$ cat src/rtl/mdu_pkg.sv
// Shared types and constants for the M-extension divider.
package mdu_pkg;

  // Divide-class operation, encoded as the low two funct3 bits of the instruction.
  typedef enum logic [1:0] {
    DIV  = 2'b00,
    DIVU = 2'b01,
    REM  = 2'b10,
    REMU = 2'b11
  } div_op_t;

  typedef enum logic [1:0] {
    IDLE    = 2'b00,
    COMPUTE = 2'b01,
    DONE    = 2'b10
  } div_state_t;

  // Most negative 32-bit value; DIV_INT_MIN / -1 is the signed overflow case.
  localparam logic [31:0] DIV_INT_MIN = 32'h8000_0000;

endpackage : mdu_pkg

$ cat src/rtl/mdu_divider_divu_core.sv
// Unsigned restoring shift-subtract datapath: one quotient bit per step, MSB first.
// The dividend is shifted out of the quotient register as quotient bits shift in.
module divu_core #(
  parameter int WIDTH = 32
) (
  input  logic             clk,
  input  logic             rst_n,
  input  logic             clear,
  input  logic             load,
  input  logic             step,
  input  logic [WIDTH-1:0] dividend,
  input  logic [WIDTH-1:0] divisor,
  output logic [WIDTH-1:0] quo_nxt,
  output logic [WIDTH-1:0] rem_nxt,
  output logic             last
);

  localparam int CW = (WIDTH > 1) ? $clog2(WIDTH) : 1;

  logic [WIDTH-1:0] rem_q, rem_d;
  logic [WIDTH-1:0] quo_q, quo_d;
  logic [WIDTH-1:0] dvs_q;
  logic [CW-1:0]    cnt_q;

  // The shifted partial remainder is one bit wider than the operands, so the
  // trial subtract always sees the full value and never truncates.
  logic [WIDTH:0]   rem_shift;
  logic [WIDTH:0]   rem_diff;
  logic             ge;

  // One restoring step: shift in the next dividend bit, subtract if it fits.
  always_comb begin
    rem_shift = {rem_q, quo_q[WIDTH-1]};
    rem_diff  = rem_shift - {1'b0, dvs_q};
    ge        = (rem_shift >= {1'b0, dvs_q});
    rem_d     = ge ? rem_diff[WIDTH-1:0] : rem_shift[WIDTH-1:0];
    quo_d     = {quo_q[WIDTH-2:0], ge};
  end

  assign quo_nxt = quo_d;
  assign rem_nxt = rem_d;
  assign last    = (cnt_q == '0);

  // Operand load, per-step update and counter; abort clears the counter.
  always_ff @(posedge clk) begin
    if (!rst_n || clear) begin
      rem_q <= '0;
      quo_q <= '0;
      dvs_q <= '0;
      cnt_q <= '0;
    end else if (load) begin
      rem_q <= '0;
      quo_q <= dividend;
      dvs_q <= divisor;
      cnt_q <= CW'(WIDTH - 1);
    end else if (step) begin
      rem_q <= rem_d;
      quo_q <= quo_d;
      if (cnt_q != '0) begin
        cnt_q <= cnt_q - 1'b1;
      end
    end
  end

endmodule : divu_core

$ cat src/rtl/mdu_divider.sv
// Iterative DIV/DIVU/REM/REMU unit for EX: FSM, sign handling, special cases, stall.
module mdu_divider
  import mdu_pkg::*;
#(
  parameter int WIDTH = 32
) (
  input  logic             clk,
  input  logic             rst_n,
  input  logic             start,
  input  logic [1:0]       op,
  input  logic [WIDTH-1:0] dividend,
  input  logic [WIDTH-1:0] divisor,
  input  logic             flush,
  output logic             stall,
  output logic             busy,
  output logic             done,
  output logic [WIDTH-1:0] result
);

  localparam logic [WIDTH-1:0] INT_MIN  = {1'b1, {(WIDTH-1){1'b0}}};
  localparam logic [WIDTH-1:0] ALL_ONES = '1;

  div_state_t       state_q;
  logic             is_rem_q;
  logic             neg_q;
  logic             busy_q;
  logic             done_q;
  logic [WIDTH-1:0] result_q;

  div_op_t          op_in;
  logic             signed_op;
  logic             is_rem_op;
  logic             div_zero;
  logic             overflow;
  logic             special;
  logic             accept;
  logic             neg_in;
  logic [WIDTH-1:0] abs_dividend;
  logic [WIDTH-1:0] abs_divisor;
  logic [WIDTH-1:0] special_res;
  logic [WIDTH-1:0] raw_res;
  logic [WIDTH-1:0] final_res;
  logic [WIDTH-1:0] quo_nxt;
  logic [WIDTH-1:0] rem_nxt;
  logic             core_load;
  logic             core_step;
  logic             core_last;

  // Decode the incoming request: special cases, magnitudes and result sign.
  always_comb begin
    op_in        = div_op_t'(op);
    signed_op    = (op_in == DIV) || (op_in == REM);
    is_rem_op    = (op_in == REM) || (op_in == REMU);
    div_zero     = (divisor == '0);
    overflow     = signed_op && (dividend == INT_MIN) && (divisor == ALL_ONES);
    special      = div_zero || overflow;
    accept       = (state_q == IDLE) && start && !flush;
    abs_dividend = (signed_op && dividend[WIDTH-1]) ? (~dividend + 1'b1) : dividend;
    abs_divisor  = (signed_op && divisor[WIDTH-1])  ? (~divisor + 1'b1)  : divisor;
    // Remainder takes the dividend's sign; quotient the XOR of both signs.
    neg_in       = signed_op && (is_rem_op ? dividend[WIDTH-1]
                                           : (dividend[WIDTH-1] ^ divisor[WIDTH-1]));
    if (div_zero) begin
      special_res = is_rem_op ? dividend : ALL_ONES;
    end else begin
      special_res = is_rem_op ? '0 : dividend;
    end
    raw_res      = is_rem_q ? rem_nxt : quo_nxt;
    final_res    = neg_q ? (~raw_res + 1'b1) : raw_res;
    core_load    = accept && !special;
    core_step    = (state_q == COMPUTE) && !flush;
  end

  divu_core #(
    .WIDTH (WIDTH)
  ) u_core (
    .clk      (clk),
    .rst_n    (rst_n),
    .clear    (flush),
    .load     (core_load),
    .step     (core_step),
    .dividend (abs_dividend),
    .divisor  (abs_divisor),
    .quo_nxt  (quo_nxt),
    .rem_nxt  (rem_nxt),
    .last     (core_last)
  );

  // Control FSM with registered busy/done/result; reset beats flush beats start.
  always_ff @(posedge clk) begin
    if (!rst_n) begin
      state_q  <= IDLE;
      is_rem_q <= 1'b0;
      neg_q    <= 1'b0;
      busy_q   <= 1'b0;
      done_q   <= 1'b0;
      result_q <= '0;
    end else if (flush) begin
      state_q <= IDLE;
      busy_q  <= 1'b0;
      done_q  <= 1'b0;
    end else begin
      case (state_q)
        IDLE: begin
          done_q <= 1'b0;
          if (start) begin
            is_rem_q <= is_rem_op;
            neg_q    <= neg_in;
            if (special) begin
              result_q <= special_res;
              done_q   <= 1'b1;
              state_q  <= DONE;
            end else begin
              busy_q  <= 1'b1;
              state_q <= COMPUTE;
            end
          end
        end
        COMPUTE: begin
          if (core_last) begin
            result_q <= final_res;
            busy_q   <= 1'b0;
            done_q   <= 1'b1;
            state_q  <= DONE;
          end
        end
        DONE: begin
          done_q  <= 1'b0;
          state_q <= IDLE;
        end
        default: begin
          busy_q  <= 1'b0;
          done_q  <= 1'b0;
          state_q <= IDLE;
        end
      endcase
    end
  end

  assign stall  = accept || (state_q == COMPUTE);
  assign busy   = busy_q;
  assign done   = done_q;
  assign result = result_q;

endmodule : mdu_divider
$ cat config.mk
export PLATFORM = sky130hd
export DESIGN_NAME = mdu_divider
export DESIGN_NICKNAME = d
export VERILOG_FILES = /design/src/rtl/mdu_pkg.sv /design/src/rtl/mdu_divider_divu_core.sv /design/src/rtl/mdu_divider.sv
export SDC_FILE = /design/constraint.sdc
export NUM_CORES = 1
export LEC_CHECK = 0
export BUFFER_PORTS_ARGS = -buffer_cell sky130_fd_sc_hd__buf_2
export CAP_MARGIN = 10
export CORE_UTILIZATION = 30
export CTS_CLUSTER_DIAMETER = 50
export DETAILED_ROUTE_END_ITERATION = 8
export GPL_TIMING_DRIVEN = 1
export SLEW_MARGIN = 10
export SYNTH_ARGS = -nofsm -noshare
export SYNTH_HDL_FRONTEND = slang
export SYNTH_SLANG_ARGS = --single-unit
$ cat constraint.sdc
create_clock -name clk -period 6.3 [get_ports clk]
set_clock_uncertainty 0.15 [all_clocks]
set_input_delay 1.89 -clock clk [delete_from_list [all_inputs] [get_ports clk]]
set_output_delay 1.89 -clock clk [all_outputs]
set_load 0.05 [all_outputs]
Word level (Yosys, flattened, before mapping) --
Index checks and enable logic that the tools add are counted.
Storage, ports and cells: flip-flop bits (word level) 139
Operators by class: bitwise logic cells 7, $add $sub $neg 5, $lt $le $gt $ge 1, mux-type cells 30, eq/ne operators 10, reduce and logical (&&, ||, !) cells 32
Operators by type and width (number):
- $mux 32 | 13
- $add 32x1->32 const B | 3
- $not 32->32 | 3
- $eq 32x32->1 const B | 2
- $pmux 32 s2 | 1
- $ge 33x32->1 | 1
- $logic_not 32->1 | 1
- $sub 32x32->32 | 1
- $mux 5 | 3
- $logic_and 1x1->1 | 9
- $ne 2x2->1 const B | 4
- $mux 1 | 7
- $eq 2x2->1 const B | 3
- $mux 2 | 3
- $reduce_bool 2->1 | 3
- $logic_not 5->1 | 1
- $logic_or 1x1->1 | 5
- $reduce_and 5->1 | 1
- $reduce_bool 5->1 | 1
- $sub 5x1->5 const B | 1
- $logic_not 2->1 | 2
- $pmux 2 s2 | 1
- $reduce_and 2->1 | 2
- $reduce_and 4->1 | 1
- 8 further kinds | 13

Logic depth before layout (Yosys ltp) --
Gate-level depths: netlist of the first run.
depth after elaboration 9, mapped depth 23, mapped depth without buffers 19

Modules after synthesis --
From an unflattened synthesis of the first run, not the netlist that was laid out.
Unflattened totals: cell total of the unflattened synthesis 1546, area, all modules 11713.7 µm²
Modules (own cells, without submodules):
- divu_core | cells an instance 847, area each 6832.8 µm², instances 1, seq. area each 2021.9 µm²
- mdu_divider | cells an instance 699, area each 4880.9 µm², instances 1, seq. area each 760.7 µm²

Least setup slack after synthesis of the first run --
Ideal clock, no wire load.
path type input port to flip-flop, start point input divisor[11], end point register result_q[4], in the netlist result[4], stages 10, data arrival time 4.400 ns, path buffers 2, library setup time 0.128 ns, path slack 1.622 ns, cells stage by stage or4_1 -> nor4_2 -> nand2_1 -> nor3_2 -> nor2_1 -> o21ai_0 -> clkbuf_1 -> buf_2 -> mux2i_1 -> nor2_1
On the way: word-level cells in the longest chain between the ends 5
Ends and longest elaborated chain:
- start: declaration | line mdu_divider.sv:12 | input logic [WIDTH-1:0] divisor,
- $logic_not 32->1 / $eq 32x32->1 (equally long branches) | line mdu_divider.sv:54, mdu_divider.sv:55
- $mux 32 / $logic_and 1x1->1 (equally long branches) | line mdu_divider.sv:63, mdu_divider.sv:55
- $mux 32 / $logic_or 1x1->1 (equally long branches) | line mdu_divider.sv:109, mdu_divider.sv:56
- $mux 32 / $ne 2x2->1 (equally long branches)
- $pmux 32 s2 / $reduce_and 5->1 (equally long branches)
- end signal: assignment | line mdu_divider.sv:110 | result_q <= special_res;
- end signal: assignment | line mdu_divider.sv:121 | result_q <= final_res;
- end: declaration | line mdu_divider.sv:28 | logic [WIDTH-1:0] result_q;
Parallel ways exist; a longest one is shown, timed or not. The select of a mux whose other input is x is not followed. A chain may end at the register's enable or synchronous reset.

Final worst setup path of the first run --
start point register u_core.dvs_q[24], end point register result_q[16], in the netlist result[16]
On the way: word-level cells in the longest chain between the ends 8
Ends and longest elaborated chain:
- start: declaration | line mdu_divider_divu_core.sv:22 | logic [WIDTH-1:0] dvs_q;
- start signal: assignment | line mdu_divider_divu_core.sv:54 | dvs_q <= divisor;
- $ge 33x32->1 * | line mdu_divider_divu_core.sv:35 | ge = (rem_shift >= {1'b0, dvs_q});
- $mux 32 | line mdu_divider_divu_core.sv:36 | rem_d = ge ? rem_diff[WIDTH-1:0] : rem_shift[WIDTH-1:0];
- $mux 32 * | line mdu_divider.sv:68 | raw_res = is_rem_q ? rem_nxt : quo_nxt;
- $not 32->32 | line mdu_divider.sv:69 | final_res = neg_q ? (~raw_res + 1'b1) : raw_res;
- $add 32x1->32 | line mdu_divider.sv:69
- $mux 32 * | line mdu_divider.sv:69
- $mux 32 * | line mdu_divider.sv:120 | if (core_last) begin
- $pmux 32 s2 * | line mdu_divider.sv:103 | case (state_q)
Every way passes the cells marked *; elsewhere a longest branch is shown, timed or not. The select of a mux whose other input is x is not followed.

==> results of run 1 <==
worst max-delay path, stage by stage (launching register included):
cell	delay, ps
dfxtp_1	300
inv_1	60
ha_1	410
a21oi_2	230
o21ai_1	140
a311oi_2	450
o211ai_2	280
nor2_2	190
buf_4	370
a21oi_1	80
a31oi_1	410
ha_1	320
and3_1	170
nand4_1	90
and3_1	250
nor3_1	480
a31oi_1	180
xnor2_1	320
o211ai_1	150
a21oi_1	150
sequential cells by signal, summed over array words and instances (netlist names):
register / flops
u_core.quo_q: 32
result: 32
busy: 1
u_core.cnt_q: 5
is_rem_q: 1
state_q: 2
u_core.rem_q: 32
neg_q: 1
u_core.dvs_q: 32
done: 1
cell type report:
| type | count | area share |
|---|---|---|
| well taps | 504 | 0.04904 |
| clock inverters | 13 | 0.009340 |
| repair buffers | 125 | 0.05371 |
| multi-input cells | 1260 | 0.6211 |
| flip-flops and latches | 139 | 0.2165 |
| inverters | 58 | 0.01693 |
| clock buffers | 18 | 0.03337 |
through the flow:
step	area (sq um)	instances	setup WS, ps	hold WS (ps)
floorplan	11350	1556	1622	281.9
global placement	12310	2086	1063	290.4
detailed placement	12310	2086	1036	296.6
CTS	12860	2117	1097	304.3
global route	12860	2117	723.0	329.6
finish	12860	2117	1026	303.6
cell usage after synthesis, types with 4 or more instances:
| cell type | n |
|---|---|
| nor2_1 | 213 |
| nand2_1 | 200 |
| dfxtp_1 | 139 |
| a21oi_1 | 111 |
| clkbuf_1 | 77 |
| xnor2_1 | 69 |
| a211oi_1 | 67 |
| o21ai_0 | 66 |
| inv_1 | 58 |
| nor3_1 | 45 |
| ha_1 | 38 |
| xor2_1 | 36 |
| a311oi_1 | 31 |
| nand3_1 | 28 |
| a31oi_1 | 26 |
| o211ai_1 | 25 |
| mux2i_1 | 23 |
| o31ai_1 | 21 |
| nand4_1 | 18 |
| a21o_1 | 17 |
| and3_1 | 14 |
| maj3_1 | 14 |
| nor4_1 | 13 |
| buf_2 | 12 |
| and2_1 | 11 |
| nor2b_1 | 11 |
| o21a_1 | 11 |
| nand2b_1 | 9 |
| or3_1 | 9 |
| buf_1 | 7 |
| a211oi_2 | 6 |
| a21oi_2 | 5 |
| or4_1 | 5 |
| a31o_2 | 4 |
| and4_1 | 4 |
| nand3b_1 | 4 |
| o221a_2 | 4 |
| o41ai_1 | 4 |
| or2_2 | 4 |
cell families (layout without fill, tap and decap cells):
| kind of cell | after synthesis | in the layout | share of synthesized area |
|---|---|---|---|
| xor+xnor | 105 | 105 | 0.08104 |
| simple gates | 612 | 612 | 0.2480 |
| flops | 139 | 139 | 0.2452 |
| compound gates | 464 | 464 | 0.2916 |
| mux | 26 | 26 | 0.02326 |
| buf+inv | 157 | 214 | 0.05491 |
| fa+ha+maj | 53 | 53 | 0.05601 |
power by group:
group | internal (W) | leakage [nW] | switching, W | total (W)
combinational | 0.000324 | 3.42 | 0.000618 | 0.000942
clock | 0.000543 | 0.251 | 0.000434 | 0.000977
sequential | 0.000903 | 1.13 | 0.0000247 | 0.000928
worst max-delay path by stage:
stage | from | to | slack, ps | cells past startpoint
6_report | u_core.dvs_q[24] | result[16] | 1030 | 19
5_1_grt | u_core.dvs_q[24] | result[12] | 720 | 19
4_1_cts | u_core.dvs_q[24] | result[28] | 1100 | 19
3_5_place_dp | divisor[11] | result[24] | 1040 | 11
3_3_place_gp | divisor[11] | result[24] | 1060 | 11
2_1_floorplan | divisor[11] | result[4] | 1620 | 10
metal layers:
| metal | up-vias | global-route usage |
|---|---|---|
| li1 | 5741 | - |
| met1 | 5563 | 0.2760 |
| met2 | 411 | 0.3350 |
| met3 | 68 | 0.02310 |
| met4 | 0 | 0.07147 |
| met5 | - | 0 |
==> qor.yml, run 1 <==
clock_tree:
  cts_resized: 0
  cts_buffers: 17
  clk_latency_ps: 430
  cts_tree: "yes"
  cts_hold_buf: 0
  root_buffer: "clkbuf_16"
  cts_max_path_buffers: 2
  cts_setup_buffers: 0
  htree_levels: 4
  clkTransAtPathRegs_ps: 70
  clock-sinks: 139
logic_synthesis:
  syn_inst: 1556
  synth_top_cell_by_area: "dfxtp_1"
  async_reset_ff_frac: 0
  syn_nets: 1665
  netlist_area_sq_um: 11350
  yosysWarnings: 0
  synth.avg_cell_area_sq_um: 7.293
  ys_ff_latch: 139
  yosys.cell_types.count: 98
  synthFlopType: "dfxtp_1"
  synth_edf_count: 0
  synth_area_leaders: "dfxtp_1, nor2_1, nand2_1"
  synth_top_area_frac: 0.2452
  yosysSeqAreaShare: 0.2452
finish:
  fin_util: 0.3488
  layout_common_cells: "nor2_1, nand2_1, dfxtp_1"
  antennaDiodeCount: 0
  multiInputGateArea_sq_um: 7988
  area_growth_pct: 13.32
  fillers: 3928
  layout.area.seq_sq_um: 2784
  drive_gt1_frac: 0.1395
  final_common_cell: "nor2_1"
  finalNetCount: 1710
route:
  dr.max_layer_used: "met4"
  via_per_inst: 5.566
  drc: 0
  wl_met1_um: 18100
  vias: 11780
  wl_um: 39610
  wl_met2_um: 18330
  first_iter_violations: 1007
  avgRoutedWirePerCell_um: 18.71
  drt.antenna.violating_nets: 0
  dr.pass1.iters: 7
  wl_met3_um: 2010
place:
  place_congestion: 0.9090
  dpl.hpwl_um: 30580
  portBuffers: 104
power:
  leakage_nw: 4.795
  finalPower_w: 0.002847
  powerDensity_nw_per_um2: 221.4
  ir_worst_vdd_uv: 152.4
floorplanning:
  start_util: 0.3078
  die_h_um: 196.5
  fp.dieArea_sq_um: 38610
  fp.dieW_um: 196.5
  ios: 105
  core_sq_um: 36870
  num_rows: 70
timing:
  worstMarginPinSlew_ps: 973.4
  max_freq_mhz: 189.6
  drv_slew: 0
  slew_headroom: 0.3497
  fin_tns_setup_ps: 0
  fin_crit_sh: 0.8372
  setup_violations: 0
  fin_crit_ps: 5274
  hold_viol_final: 0
  rsz0062_at_grt: "false"
grt:
  grt_overflow: 0
  grt_pass1_vias: 10990
  antenna_found_initial: 0
  grt_max_degree: 91
  grt_usage: 0.2042
  grt_first_pass_wirelength_um: 62130
critical_path:
  end_kind: "register"
  r2r-end: "result[16]"
  start_kind: "register"
  rrSetupSlack_ps: 1030
  r2r_cells: 19
  worst-path-max-fanout: 34
  cp.required_ps: 6510
  r2r-start: "u_core.dvs_q[24]"
  crit_type: "reg -> reg"
  crit_arrival_ps: 5490
worst_hold_path:
  hold-path-endpoint: "u_core.dvs_q[22]"
  hold_class: "reg -> reg"
  worstHoldStart: "u_core.dvs_q[22]"
  min_path_cells: 2
flow_run:
  maxCapViolCount: 0
run_status:
  status: "finished clean"
Power figures use the tool's default switching activity.
==> run 2: changes to the inputs <==
--- a/config.mk
+++ b/config.mk
@@ -5,6 +5,7 @@
 export SDC_FILE = /design/constraint.sdc
 export NUM_CORES = 1
 export LEC_CHECK = 0
+export ABC_AREA = 1
 export BUFFER_PORTS_ARGS = -buffer_cell sky130_fd_sc_hd__buf_2
 export CAP_MARGIN = 10
 export CORE_UTILIZATION = 30
==> constraint.sdc (replaced) <==
create_clock -name clk -period 5.3 [get_ports clk]
set_clock_uncertainty 0.15 [all_clocks]
set_input_delay 1.59 -clock clk [delete_from_list [all_inputs] [get_ports clk]]
set_output_delay 1.59 -clock clk [all_outputs]
set_load 0.05 [all_outputs]
==> run 2 against run 1 <==
First-iteration DRC count is 2.6% higher. Sequential share of layout area down 0.91 points. Synthesized cell count increased by 24%. Routed wire length grew 6.9%. Utilization is 0.14 points lower. Worst setup slack got worse by 190 ps. Combinational power is 28% higher. Critical endpoint is now result[10].
==> qor.yml, run 2 <==
run_status:
  status: "finished clean"
logic_synthesis:
  async_reset_ff_frac: 0
  synth.top_cells.by_count: "nand2_1, inv_1, o21ai_0"
  ys_ff_latch: 139
  synth_edf_count: 0
  synth-adder-area-share: 0.04211
  syn_nets: 2046
  yosysSeqAreaShare: 0.2365
  synth-xor-area-share: 0.04243
  synth_top_area_frac: 0.2365
  synth-simple-area-share: 0.3630
  yosysMostFrequentCell: "nand2_1"
  yosys.cell_types.count: 49
  synthFlopType: "dfxtp_1"
  synth.area.mux_share: 0
  synth_top_family_by_area: "simple AND/OR/NAND/NOR gates"
  syn_inst: 1937
  synth_area_leaders: "dfxtp_1, nand2_1, inv_1"
  synth.avg_cell_area_sq_um: 6.074
  synth_top_cell_by_area: "dfxtp_1"
  synth_compound_area_frac: 0.2025
  netlist_area_sq_um: 11770
  yosysWarnings: 0
finish:
  final_common_cell: "nand2_1"
  finalNetCount: 2108
  area_growth_pct: 14.09
  post_layout_nonfiller_instances: 2530
  layout_common_cells: "nand2_1, inv_1, o21ai_0"
  drive_gt1_frac: 0.1353
power:
  powerDensity_nw_per_um2: 277.8
  leakage_nw: 6.412
  ir_worst_vdd_uv: 181.7
route:
  dr.pass1.iters: 6
  first_iter_violations: 1033
  drc: 0
  drt.antenna.violating_nets: 0
  wl_um: 42340
  avgRoutedWirePerCell_um: 16.74
  vias: 13070
  via_per_inst: 5.167
place:
  post-place-cells: 2498
  portBuffers: 104
  place_congestion: 0.9433
  dpl.hpwl_um: 32740
grt:
  grtUsageMet2: 0.3513
  grt_pass1_vias: 11960
  met3_usage: 0.03511
  busiest_layer: "met2"
  grt_first_pass_wirelength_um: 66010
  antenna_found_initial: 2
  grt_usage: 0.2134
  grt_use_met1: 0.2753
  grt_max_degree: 84
  grt_overflow: 0
critical_path:
  start_kind: "input pin"
  cp.required_ps: 5510
  end_kind: "register"
  worst-path-max-fanout: 22
  crit_arrival_ps: 4670
  crit_type: "in -> reg"
timing:
  max_freq_mhz: 224.2
  slew_headroom: 0.2987
  setup_violations: 0
  drv_slew: 0
  fin_crit_sh: 0.8416
  fin_tns_setup_ps: 0
  rsz0062_at_grt: "false"
  hold_viol_final: 0
  worstMarginPinSlew_ps: 1051
  fin_crit_ps: 4460
floorplanning:
  ios: 105
  fp.dieW_um: 200.0
  num_rows: 72
  core_sq_um: 38650
  die_h_um: 200.0
  fp.dieArea_sq_um: 40010
  start_util: 0.3044
flow_run:
  maxCapViolCount: 0
clock_tree:
  cts_max_path_buffers: 2
  cts_buffers: 17
  htree_levels: 4
  cts_tree: "yes"
  cts_hold_buf: 0
  cts_setup_buffers: 0
  root_buffer: "clkbuf_16"
  clock-sinks: 139
  clkTransAtPathRegs_ps: 60
  clk_latency_ps: 440
  cts_resized: 0
worst_hold_path:
  hold_class: "reg -> reg"
-- run 2: cells by family after synthesis --
group / after synthesis
buffers and inverters: 335
adders and majority gates: 39
AOI/OAI and AO/OA: 423
xor gates and xnor gates: 57
and+or+nand+nor: 944
DFF: 139
-- run 2: layout make-up --
class / count / area (sq um)
Antenna cell: 2 / 5.005
Clock buffer: 19 / 452.9
Clock inverter: 11 / 217.7
Multi-Input combinational cell: 1463 / 7665
Timing Repair Buffer: 127 / 705.7
Sequential cell: 139 / 2784
Tap cell: 518 / 648.1
Fill cell: 4180 / 25220
Inverter: 251 / 944.7
-- run 2: final timing paths --
check / cells after the start / from / slack, ps / endpoint
max: 16 / divisor[1] / 840 / result[10]
min: 2 / u_core.quo_q[27] / 320 / u_core.quo_q[27]
max reg2reg: 24 / u_core.dvs_q[28] / 990 / result[24]
min reg2reg: 2 / u_core.quo_q[27] / 320 / u_core.quo_q[27]
-- run 2: layer usage --
layer  share of wire  up-vias
met1            0.45     6071
met3           0.056       73
met5          0.0012        -
met4           0.035        2
met2            0.46      422
li1                -     6504
-- run 2: per-stage QoR --
| stage | util | instance area, sq um | worst slack [ps] | hold slack [ps] | power, W |
|---|---|---|---|---|---|
| floorplan | - | 11770 | 1222 | 295.3 | 0.002023 |
| global placement | 0.3298 | 12750 | 597.2 | 301.3 | 0.002310 |
| detailed placement | 0.3298 | 12750 | 445.3 | 306.0 | 0.002319 |
| CTS | 0.3472 | 13420 | 894.7 | 315.8 | 0.003733 |
| global route | 0.3473 | 13420 | 484.6 | 331.1 | 0.003914 |
| finish | 0.3473 | 13420 | 839.5 | 316.1 | 0.003728 |
-- run 2: critical path, cell delays in order --
cell      delay (ps)
buf_2            120
inv_1            100
ha_1             150
inv_1             50
nor3_1           190
nand2_1          110
nor3_1           340
nand2_1          120
nor3_1           300
nand2_1          130
nor2_1           270
nand2_1          420
buf_4            370
o21ai_0          100
o211ai_1         100
a31oi_1          210
-- run 2: power by group --
group / internal [W] / switching (W)
Sequential: 0.00108 / 0.0000280
Clock: 0.000904 / 0.000511
Combinational: 0.000352 / 0.000858
==> run 3: changes to the inputs <==
--- a/config.mk
+++ b/config.mk
@@ -5,7 +5,7 @@
 export SDC_FILE = /design/constraint.sdc
 export NUM_CORES = 1
 export LEC_CHECK = 0
-export ABC_AREA = 1
+export ABC_AREA = 0
 export BUFFER_PORTS_ARGS = -buffer_cell sky130_fd_sc_hd__buf_2
 export CAP_MARGIN = 10
 export CORE_UTILIZATION = 30
==> constraint.sdc (replaced) <==
create_clock -name clk -period 3.73 [get_ports clk]
set_clock_uncertainty 0.15 [all_clocks]
set_input_delay 1.119 -clock clk [delete_from_list [all_inputs] [get_ports clk]]
set_output_delay 1.119 -clock clk [all_outputs]
set_load 0.05 [all_outputs]
==> run 3 against run 2 <==
Cell count fell by 1.5%. Via count rose by 1.6%. Non-clock buffer count rose by 373. The flow now finishes with violations (negative setup slack). Final area rose by 24%. Global-route usage rose by 1.9 points.
==> qor.yml, run 3 (synthesis gave the netlist of run 1 again) <==
clock_tree:
  cts_max_path_buffers: 2
  htree_levels: 4
  cts_tree: "yes"
  cts_hold_buf: 0
  clkTransAtPathRegs_ps: 70
  clock-sinks: 139
  clk_latency_ps: 440
  root_buffer: "clkbuf_16"
  cts_buffers: 17
critical_path:
  worst-path-max-fanout: 5
  crit_arrival_ps: 4300
  max_stage_delay_ps: 500
  start_kind: "register"
  end_kind: "register"
  path_delay_family: "simple AND/OR/NAND/NOR gates"
  startpoint: "u_core.dvs_q[22]"
  r2r-start: "u_core.dvs_q[22]"
  crit_type: "reg -> reg"
  slowest_stage: "or4b_4"
  path_cells: "inv_2 -> ha_4 -> and4_4 -> or4b_4 -> a211oi_4 -> o31a_4 -> nor2_4 -> a31oi_4 -> ha_4 -> and3_4 -> nand4_1 -> and3_4 -> o31ai_4 -> and4bb_1 -> nor2_1 -> xnor2_1 -> a32o_1"
  cp.required_ps: 3910
  cp.buffers_inverters: 1
finish:
  layout_common_cells: "buf_4, nor2_1, nand2_1"
  drive_gt1_frac: 0.3534
  final_common_cell: "buf_4"
  area_growth_pct: 46.11
  antennaDiodeCount: 0
  fillers: 3636
  fin_util: 0.4497
  finalNetCount: 2085
grt:
  grt_usage: 0.2324
  grt_overflow: 0
  met3_usage: 0.02772
  busiest_layer: "met2"
  grt_max_degree: 90
  grt_first_pass_wirelength_um: 70770
  grtUsageMet2: 0.3768
  antenna_found_initial: 0
  grt_pass1_vias: 13110
  grt_use_met1: 0.3093
floorplanning:
  die_h_um: 196.5
  start_util: 0.3078
  core_sq_um: 36870
  ios: 105
  num_rows: 70
  fp.dieW_um: 196.5
  fp.dieArea_sq_um: 38610
timing:
  layout_setup_ws_ps: -382.6
  slew_headroom: 0.3828
  fin_crit_ps: 4113
  max_freq_mhz: 243.2
  worstMarginPinSlew_ps: 925.8
  hold_viol_final: 0
  rsz0062_at_grt: "true"
  fin_crit_sh: 1.103
  setup_violations: 24
  fin_tns_setup_ps: -6789
  drv_slew: 0
worst_hold_path:
  hold_class: "reg -> reg"
  worstHoldStart: "u_core.dvs_q[18]"
place:
  place_congestion: 0.9181
  portBuffers: 104
  dpl.hpwl_um: 35200
route:
  avgRoutedWirePerCell_um: 18.09
  drc: 0
  vias: 13280
  via_per_inst: 5.327
  first_iter_violations: 1092
  wl_um: 45110
  dr.pass1.iters: 5
  drt.antenna.violating_nets: 0
power:
  ir_worst_vdd_uv: 345.0
  powerDensity_nw_per_um2: 351.1
  leakage_nw: 6.796
run_status:
  status: "complete, but fails checks"
  violations: "negative setup slack"
flow_run:
  maxCapViolCount: 0
[run 3: cell types whose count changed in the layout (fill, tap and decap cells not counted), sizes merged, moves of 31 or more]
cell    delta
a311oi    +31
o21ai    -108
nand2    -306
a211oi    +73
nand3    -145
inv      -181
xnor2     +61
nor2      +47
buf      +373
[run 3: layer usage]
layer,vias to the layer above,routed length [um]
li1,6480,-
met1,6347,20660
met2,369,20920
met3,84,1868
met4,0,1656
met5,-,0
[run 3: cell type report]
type,instances,area (sq um),share of cell area
well taps,504,630.6,0.03803
flip-flops and latches,139,2806,0.1693
clock buffers,17,425.4,0.02566
repair buffers,500,3651,0.2202
multi-input cells,1260,8695,0.5244
inverters,58,217.7,0.01313
clock inverters,15,155.1,0.009357
[run 3: worst paths after layout]
kind,to,slack [ps],cells past startpoint
setup / recovery,result[20],-380,17
hold / removal,u_core.dvs_q[18],310,2
setup reg to reg,result[20],-380,17
hold reg to reg,u_core.dvs_q[18],310,2
[run 3: what timing repair did]
action,CTS,global route
buffers inserted,19,13
resized for setup,111,43
endpoints found under the setup margin,25,28
pin swaps,48,31
[run 3: worst min-delay path, cell delays in order, from the launching register on]
cell     delay, ps
dfxtp_1        310
nand2_1         50
a21oi_1         50
[run 3: power by group]
group	switching, W	total (W)	internal, W	leakage, nW
combinational	0.00134	0.00252	0.00118	5.39
clock	0.000802	0.00174	0.000943	0.273
sequential	0.0000347	0.00156	0.00152	1.14
total	0.00217	0.00582	0.00365	6.80
[run 3: metrics by stage]
step	hold WS, ps	std cells	worst slack [ps]	area, sq um	total power, W
after floorplan	280.2	1556	-610.5	11440	0.002770
after global placement	293.3	2431	-553.8	15020	0.003700
after detailed placement	296.4	2431	-521.5	15020	0.003723
after CTS	310.4	2481	-342.4	16310	0.005676
after global routing	343.8	2493	-521.3	16580	0.006071
final	309.5	2493	-382.6	16580	0.005821
